**src/rtl/conv_feeder_pkg.sv**
```systemverilog
// Shared constants for the convolution frame feeder: pixel/word geometry,
// kernel pattern codes, the pad-width lookup and FSM state encodings.
package conv_feeder_pkg;

  localparam int PIX_W        = 8;
  localparam int WORD_W       = 256;
  localparam int PIX_PER_WORD = 32;
  localparam int SLOT_W       = $clog2(PIX_PER_WORD);

  localparam logic [2:0] pattern_3x3 = 3'd1;
  localparam logic [2:0] pattern_5x5 = 3'd2;
  localparam logic [2:0] pattern_7x7 = 3'd3;

  localparam logic [2:0] st_idle   = 3'd0;
  localparam logic [2:0] st_toppad = 3'd1;
  localparam logic [2:0] st_pix    = 3'd2;
  localparam logic [2:0] st_botpad = 3'd3;
  localparam logic [2:0] st_drain  = 3'd4;

  // Border width each side for a kernel: (k-1)/2, unknown codes get none.
  function automatic logic [1:0] pad_width(input logic [2:0] mode);
    case (mode)
      pattern_3x3: return 2'd1;
      pattern_5x5: return 2'd2;
      pattern_7x7: return 2'd3;
      default:     return 2'd0;
    endcase
  endfunction

endpackage

```
**src/rtl/conv_feeder_fifo.sv**
```systemverilog
// Single-clock word FIFO; the read port is registered so rd_data/rd_valid
// appear one cycle after a pop and rd_data holds between pops.
module conv_feeder_fifo
  import conv_feeder_pkg::*;
#(
  parameter int depth = 4
) (
  input  logic                        clk,
  input  logic                        reset,
  input  logic                        push,
  input  logic [WORD_W-1:0]           push_data,
  input  logic                        pop,
  output logic                        full,
  output logic                        empty,
  output logic [$clog2(depth):0]      count,
  output logic [WORD_W-1:0]           rd_data,
  output logic                        rd_valid
);

  localparam int AW = $clog2(depth);
  localparam int CW = AW + 1;

  logic [WORD_W-1:0] mem [depth];
  logic [AW-1:0]     wr_ptr;
  logic [AW-1:0]     rd_ptr;
  logic              do_push;
  logic              do_pop;

  always_comb begin
    full    = (count == CW'(depth));
    empty   = (count == '0);
    do_push = push && !full;
    do_pop  = pop && !empty;
  end

  always_ff @(posedge clk) begin
    if (do_push) mem[wr_ptr] <= push_data;
  end

  // Depth is a power of two, so the pointers wrap naturally.
  always_ff @(posedge clk or posedge reset) begin
    if (reset) begin
      wr_ptr   <= '0;
      rd_ptr   <= '0;
      count    <= '0;
      rd_data  <= '0;
      rd_valid <= 1'b0;
    end else begin
      rd_valid <= do_pop;
      if (do_push) wr_ptr <= wr_ptr + 1'b1;
      if (do_pop) begin
        rd_ptr  <= rd_ptr + 1'b1;
        rd_data <= mem[rd_ptr];
      end
      case ({do_push, do_pop})
        2'b10:   count <= count + 1'b1;
        2'b01:   count <= count - 1'b1;
        default: count <= count;
      endcase
    end
  end

endmodule

```
**src/rtl/conv_feeder.sv**
```systemverilog
// Packs a raster pixel stream into 32-pixel words with a kernel-sized zero
// border and hands one word to the convolution engine per request pulse.
module conv_feeder
  import conv_feeder_pkg::*;
#(
  parameter int width     = 1920,
  parameter int height    = 1080,
  parameter int fifoDepth = 4,
  parameter int pendW     = 8
) (
  input  logic              clk,
  input  logic              reset,
  input  logic              iStart,
  input  logic [2:0]        mode,
  input  logic [PIX_W-1:0]  iPix,
  input  logic              iPixValid,
  output logic              oPixReady,
  input  logic              iReq,
  output logic [WORD_W-1:0] oData,
  output logic              oValid,
  output logic              oBusy,
  output logic              oDone,
  output logic [2:0]        dbg_state,
  output logic [pendW-1:0]  dbg_pending
);

  // Handshakes: a pixel transfers on a clock edge where iPixValid and
  // oPixReady are both high; each iReq pulse asks for one word, and every
  // word is delivered as a single-cycle oValid with oData alongside.

  localparam int COL_W = $clog2(width + 6 + PIX_PER_WORD) + 1;
  localparam int ROW_W = $clog2(height + 7) + 1;
  localparam int CNT_W = $clog2(fifoDepth) + 1;

  logic [2:0]               state;
  logic [2:0]               state_nx;
  logic [2:0]               mode_q;
  logic [1:0]               pad;
  logic [COL_W-1:0]         col;
  logic [COL_W-1:0]         row_slots;
  logic [COL_W-1:0]         pad_col;
  logic [COL_W-1:0]         pix_end;
  logic [ROW_W-1:0]         row;
  logic [ROW_W-1:0]         phase_rows;
  logic [WORD_W-PIX_W-1:0]  acc;
  logic [PIX_W-1:0]         cur_byte;
  logic                     active;
  logic                     pixel_slot;
  logic                     advance;
  logic                     word_done;
  logic                     row_end;
  logic                     phase_end;
  logic                     fifo_full;
  logic                     fifo_empty;
  logic [CNT_W-1:0]         fifo_count;
  logic                     pop;
  logic                     last_pop;
  logic [pendW-1:0]         pending;

  assign pad = pad_width(mode_q);

  // Row geometry: each row is rounded up to whole words of slots.
  always_comb begin
    row_slots = COL_W'(((width + 2 * int'(pad) + PIX_PER_WORD - 1) / PIX_PER_WORD)
                       * PIX_PER_WORD);
    pad_col   = COL_W'(pad);
    pix_end   = COL_W'(width + int'(pad));
  end

  always_comb begin
    active     = (state == st_toppad) || (state == st_pix) || (state == st_botpad);
    pixel_slot = (state == st_pix) && (col >= pad_col) && (col < pix_end);
    advance    = active && !fifo_full && (!pixel_slot || iPixValid);
    cur_byte   = pixel_slot ? iPix : '0;
    word_done  = advance && (col[SLOT_W-1:0] == {SLOT_W{1'b1}});
    row_end    = advance && (col == row_slots - 1'b1);
    phase_rows = (state == st_pix) ? ROW_W'(height) : ROW_W'(pad);
    phase_end  = row_end && (row == phase_rows - 1'b1);
  end

  assign oPixReady = pixel_slot && !fifo_full;

  // Zero-height pad phases are skipped so every state entered emits rows.
  always_comb begin
    state_nx = state;
    case (state)
      st_idle:   if (iStart) state_nx = (pad_width(mode) == 2'd0) ? st_pix : st_toppad;
      st_toppad: if (phase_end) state_nx = st_pix;
      st_pix:    if (phase_end) state_nx = (pad == 2'd0) ? st_drain : st_botpad;
      st_botpad: if (phase_end) state_nx = st_drain;
      st_drain:  if (last_pop) state_nx = st_idle;
      default:   state_nx = st_idle;
    endcase
  end

  always_ff @(posedge clk or posedge reset) begin
    if (reset) begin
      state  <= st_idle;
      mode_q <= '0;
      col    <= '0;
      row    <= '0;
      acc    <= '0;
    end else begin
      state <= state_nx;
      if (state == st_idle) begin
        col <= '0;
        row <= '0;
        if (iStart) mode_q <= mode;
      end else if (advance) begin
        acc <= {acc[WORD_W-2*PIX_W-1:0], cur_byte};
        if (row_end) begin
          col <= '0;
          row <= phase_end ? '0 : row + 1'b1;
        end else begin
          col <= col + 1'b1;
        end
      end
    end
  end

  // Requests are remembered until a word is there to answer them.
  always_comb begin
    pop      = ((pending != '0) || iReq) && !fifo_empty;
    last_pop = (state == st_drain) && pop && (fifo_count == CNT_W'(1));
  end

  always_ff @(posedge clk or posedge reset) begin
    if (reset) begin
      pending <= '0;
    end else if ((state != st_idle) && (state_nx == st_idle)) begin
      pending <= '0;
    end else begin
      case ({iReq, pop})
        2'b10:   if (pending != '1) pending <= pending + 1'b1;
        2'b01:   pending <= pending - 1'b1;
        default: pending <= pending;
      endcase
    end
  end

  always_ff @(posedge clk or posedge reset) begin
    if (reset) begin
      oBusy <= 1'b0;
      oDone <= 1'b0;
    end else begin
      oBusy <= (state_nx != st_idle);
      oDone <= last_pop;
    end
  end

  conv_feeder_fifo #(
    .depth(fifoDepth)
  ) u_fifo (
    .clk      (clk),
    .reset    (reset),
    .push     (word_done),
    .push_data({acc, cur_byte}),
    .pop      (pop),
    .full     (fifo_full),
    .empty    (fifo_empty),
    .count    (fifo_count),
    .rd_data  (oData),
    .rd_valid (oValid)
  );

  assign dbg_state   = state;
  assign dbg_pending = pending;

endmodule

```
**config.mk**
```make
export PLATFORM = sky130hd
export DESIGN_NAME = conv_feeder
export DESIGN_NICKNAME = d
export VERILOG_FILES = /design/src/rtl/conv_feeder_pkg.sv /design/src/rtl/conv_feeder_fifo.sv /design/src/rtl/conv_feeder.sv
export SDC_FILE = /design/constraint.sdc
export NUM_CORES = 2
export LEC_CHECK = 0
export ABC_CLOCK_PERIOD_IN_PS = 27800
export CAP_MARGIN = 20
export CORE_MARGIN = 3
export CORE_UTILIZATION = 55
export DETAILED_ROUTE_END_ITERATION = 16
export PLACE_DENSITY = 0.82
export SETUP_SLACK_MARGIN = 0.2
export SYNTH_ARGS = -nofsm -noshare
export SYNTH_HDL_FRONTEND = slang
export SYNTH_SLANG_ARGS = --single-unit
export TNS_END_PERCENT = 1
```
**constraint.sdc**
```tcl
create_clock -name clk -period 27.8 [get_ports clk]
set_input_delay 6.95 -clock clk [delete_from_list [all_inputs] [get_ports clk]]
set_output_delay 6.95 -clock clk [all_outputs]
set_load 0.02 [all_outputs]
```
After elaboration in Yosys (flattened, before gate mapping)
Memories as Yosys holds them, arrays and structs flattened. A register that Yosys moved wholly into a read port is not among the register bits. Index checks and enable logic that the tools add are counted.

Flip-flop bits (word level): 296. Bits in latches: 0. Memory bits (writable): 1024. Memory bits (read-only): 0. Input bits: 16. Output and inout bits: 271. Memories: 1.

Add/subtract/negate cells: 15. Multiply operators: 0. Div/mod/pow operators: 0. $lt $le $gt $ge: 2. Equality and inequality tests: 21. Shifts and indexed selects: 0. Multiplexer cells: 27. Bitwise operators: 2. Reduce and logical (&&, ||, !) cells: 38.

Memory list: u_fifo.mem (depth 4, bits a word 256, rd ports 1, clocked after memory_dff 1, write ports 1, line conv_feeder_fifo.sv:23) `logic [WORD_W-1:0] mem [depth];`.

Operator list (number): $mux W12 (7); $add A12 B1 Y12 const B (2); $eq A12 B12 Y1 (2); $mux W8 (3); $eq A3 B2 Y1 const B (6); $mux W3 (6); $pmux W8 S2 (1); $pmux W3 S5 (1); $logic_and A1 B1 Y1 (14); $sub A13 B1 Y14 const B (1); $add A12 B6 Y13 const B (1); $add A11 B2 Y12 const A (1); $add A11 B3 Y12 const A (1); $eq A3 B1 Y1 const B (4); $ge A12 B2 Y1 (1); $lt A12 B12 Y1 (1); $pmux W2 S3 (2); $sub A11 B1 Y12 const B (1); $sub A12 B1 Y12 const B (1); $mux W11 (1); $logic_not A3 Y1 (3); $reduce_bool A3 Y1 (3); $add A8 B1 Y8 const B (1); $ne A8 B8 Y1 const B (1); other kinds (22) (40).

Longest topological paths before layout
Word-level depth: 18. Gate-level depth with buffers: 15. Mapped depth without buffers: 12.

By module
Synthesis repeated with hierarchy kept, for this count alone.

Cells, all modules: 3807. Area, all modules: 59092.9 um^2.

Modules (own cells, without submodules): conv_feeder_fifo (times used 1, cells an instance 2458, area an instance 46981.3 um^2); conv_feeder (times used 1, cells an instance 1349, area an instance 12111.6 um^2).

Worst setup path before layout
No wires, ideal clock.

Path type: in2reg. Start point: in iPixValid. End point: mem u_fifo.mem[2][0], enable pin. Arrival time: 13197 ps. Data required time: 27149 ps. Slack: 13952 ps. Cell stages on the path: 3. Path buffers: 1. Path through: o21a_1 buf_2 and3_1.

Cells in the longest elaborated chain, start to end: 6.

RTL lines: start, declared (line conv_feeder.sv:16) `input logic iPixValid,`; $logic_or A1 B1 Y1 (line conv_feeder.sv:73) `advance = active && !fifo_full && (!pixel_slot || iPixValid);`; $logic_and A1 B1 Y1 (line conv_feeder.sv:73); $logic_and A1 B1 Y1 (line conv_feeder.sv:75) `word_done = advance && (col[SLOT_W-1:0] == {SLOT_W{1'b1}});`; $logic_and A1 B1 Y1 (line conv_feeder_fifo.sv:32) `do_push = push && !full;`; $mux W1 (line conv_feeder_fifo.sv:37) `if (do_push) mem[wr_ptr] <= push_data;`; $mux W1 (not written as such) (line conv_feeder_fifo.sv:37); end, declared (line conv_feeder_fifo.sv:23).

Every way passes these cells.

Worst setup path after layout
Start point: in iPixValid. End point: mem u_fifo.mem[1][161], enable pin.

The elaborated chain is that of the path after synthesis.

==> summary.txt <==
Placed design
  – PortBufs: 286
  – DPL Wire Length: 71.6 mm
  – Gpl congestion: 0.820

Timing
  – Final-report hold violation count: 0
  – Worst-Margin Slew: 1190 ps
  – Fin crit period: 11570 ps
  – RSZ-0062 raised after global routing: no
  – FMAX: 86.4 MHz
  – Setup violations, final: 0
  – Period Utilization, post-route: 41.6%
  – Max_slew headroom: 20.5%
  – Slew Viols, Final: 0
  – Setup_tns: 0 ps
  – Clock skew: 38.7 ps

Synthesis
  – Post-synth cell types: 61
  – Sequential fraction of the synthesis area: 75.7%
  – FFs w/ async S/R, synth: 35.0%
  – Synth warn: 0
  – Register bit total from synthesis: 1576
  – Synthesized cell area: 58900 um2
  – Count leader, synth: nand2_1
  – Syn Nets: 3850
  – Main synth FF type: edfxtp_1
  – Cell accounting for the most synthesized area: edfxtp_1
  – Synthesized instance count: 3808
  – Number of synthesized flops with an enable pin: 1024
  – Top cell type's share of synthesized area: 52.2%
  – Synth top area cells: edfxtp_1 52%, dfrtp_1 23%, mux4_2 9.8%
  – Synth cell count leaders: 1509 x nand2_1, 1024 x edfxtp_1, 552 x dfrtp_1
  – Avg Cell Area, Syn: 15.5 um2

Layout
  – Area growth syn-to-layout: 15.7%
  – Antenna Cells: 0
  – # nets final: 4133
  – Fill count: 6846
  – Share of cells above drive strength 1: 13.0%

Setup path
  – CP delay by family, top: buffers and inverters
  – Worst Path Buf+Inv: 4
  – Reg2reg start: mode_q[2]$_DFFE_PP0P_
  – Worst R2R Path Depth: 10
  – Critical-path cell list: clkdlybuf4s50_1, o21a_4, buf_4, and3_4, buf_12, buf_4
  – Crit path to: u_fifo.mem[1][161]$_DFFE_PP_
  – Critical path's slowest cell: buf_4
  – R2r endpoint: u_fifo.mem[1][161]$_DFFE_PP_
  – Max FO, Critical Path: 153
  – Critical path startpoint category: input port
  – CP Capture Type: register
  – Critical setup path kind: in -> reg
  – Data arrival, critical path: 11930 ps
  – Critical Path RT: 28160 ps
  – Top cell by count, worst path: buf_4
  – Critical Path Stages: 6
  – CP Launch Point: iPixValid
  – Slowest stage delay, CP: 920 ps
  – Reg-to-reg slack, setup: 21630 ps

CTS
  – Setup Fix Bufs, Post-CTS: 0
  – Reg clk slew, reported paths: 60 ps
  – # H-tree levels: 4
  – Worst-Skew Late Latency: 760 ps
  – Resized cells post-CTS: 0
  – CTS max path bufs: 3
  – CTS tree: yes
  – Inserted Clock Buffers: 150
  – Clock sink count: 1576
  – Hold buffer count at cts: 0
  – Root buffer cell: clkbuf_16

Floorplan
  – Starting density of the core: 55.7%
  – Die width: 333 um
  – Ports: 287
  – Die area: 111000 um2
  – Core Rows: 119
  – Core area: 106000 um2
  – Die H: 333 um

Global routing
  – Largest net degree at the start of global routing: 189
  – Overflow after GRT: 0
  – Total global-route track usage: 24.4%
  – Vias in the first global route: 33755
  – First-pass GRT wire length: 208 mm
  – Initial antenna violation count: 2

Route
  – Number of vias per cell: 5.84
  – Iter 0 DRT Violations: 3177
  – Router iterations before antenna repair: 5
  – Post-DRT Antenna Nets: 0
  – Overall routed net length: 134 mm
  – Total number of vias: 32763
  – DR DRC count: 0
  – Drt wl/cell: 23.8 um

Power and ir drop
  – Lkg Pwr: 27.0 nW
  – Final Total Pwr: 0.00780 W
  – PD cells: 114 nW/um2
  – Worst VDD drop: 0.0814 mV

Status
  – Outcome: finished, final reports clean

Min path
  – Worst min path class: reg -> reg

Job
  – Max cap viols: 0
routing by layer:
metal	GRT usage (%)	part of all wire, %	vias to the layer above
li1	-	-	14064
met1	33.0	38	16931
met5	0	0.0097	-
met4	8.26	3.1	2
met3	4.89	7.7	268
met2	40.4	51	1498
report_power, final:
part / internal, W / switching (W)
clock: 0.00119 / 0.000888
combinational: 0.000913 / 0.00134
sequential: 0.00303 / 0.000439
sequential cells by signal, summed over array words and instances (netlist names), 3 cells and up:
register,cells
u_fifo.mem,1024
u_fifo.rd_data,256
acc,248
col,12
row,12
dbg_pending,8
dbg_state,3
mode_q,3
u_fifo.count,3
logic make-up after synthesis:
family          count (synthesis)  synth area share [%]
simple gates                 1622                  10.7
flops                        1576                  75.7
mux                           278                  10.2
xor+xnor                       28                 0.416
fa+ha+maj                      26                 0.565
compound gates                 76                 0.971
buf+inv                       202                  1.49
tightest hold or removal path, stage by stage, from the launching register on:
cell,delay (ps)
dfrtp_1,340
nand2_1,50
nand2_1,50
final cells by class:
| cell class | count | area, um2 | share of cell area (%) |
|---|---|---|---|
| flip-flops and latches | 1576 | 44600 | 65.4 |
| multi-input cells | 2030 | 13500 | 19.8 |
| clock buffers | 202 | 4180 | 6.14 |
| repair buffers | 317 | 3220 | 4.72 |
| well taps | 1391 | 1740 | 2.55 |
| clock inverters | 79 | 875 | 1.28 |
| inverters | 16 | 75.1 | 0.110 |
cell usage in the layout (no fill, tap or decap), types with 4 or more instances in the layout:
cell type	instances
buf_4	22
clkinv_4	5
clkinv_1	20
inv_6	5
edfxtp_1	1024
dfrtp_1	550
xnor2_1	17
mux2i_1	10
o21ai_0	12
ha_1	25
buf_12	8
clkdlybuf4s50_1	286
inv_1	14
o211ai_1	11
bufinv_16	13
nor3_1	5
mux4_2	256
nand4_1	5
nand3_1	19
and3_4	4
clkinv_2	25
nor4_1	4
nand2_1	1509
a31oi_1	8
and3_1	8
clkinv_8	5
and2_1	9
xor2_1	11
clkbuf_8	15
clkbuf_16	154
mux2_2	12
clkbuf_1	33
a21oi_1	12
nor2_1	37
stage by stage:
| step | area, um2 | instances | util, % | hold WS (ps) | setup slack, ps |
|---|---|---|---|---|---|
| after floorplan | 58900 | 3808 | - | 476 | 5420 |
| after global placement | 63100 | 5328 | 59.6 | 457 | 15630 |
| after detailed placement | 63100 | 5328 | 59.6 | 462 | 15590 |
| after CTS | 68100 | 5609 | 64.4 | 476 | 16370 |
| after global routing | 68100 | 5611 | 64.5 | 488 | 16090 |
| final | 68100 | 5611 | 64.5 | 472 | 16230 |
worst min-delay path by stage:
stage          slack [ps]  depth (start not counted)                            start                         endpoint
2_1_floorplan         480                          0             acc[240]$_DFFE_PP0P_     u_fifo.mem[0][248]$_DFFE_PP_
3_3_place_gp          460                          2  u_fifo.rd_data[170]$_DFFE_PP0P_  u_fifo.rd_data[170]$_DFFE_PP0P_
3_5_place_dp          460                          2   u_fifo.rd_data[68]$_DFFE_PP0P_   u_fifo.rd_data[68]$_DFFE_PP0P_
4_1_cts               480                          2   u_fifo.rd_data[68]$_DFFE_PP0P_   u_fifo.rd_data[68]$_DFFE_PP0P_
5_1_grt               490                          2   u_fifo.rd_data[44]$_DFFE_PP0P_   u_fifo.rd_data[44]$_DFFE_PP0P_
6_report              470                          2  u_fifo.rd_data[127]$_DFFE_PP0P_  u_fifo.rd_data[127]$_DFFE_PP0P_
Power figures use the tool's default switching activity.
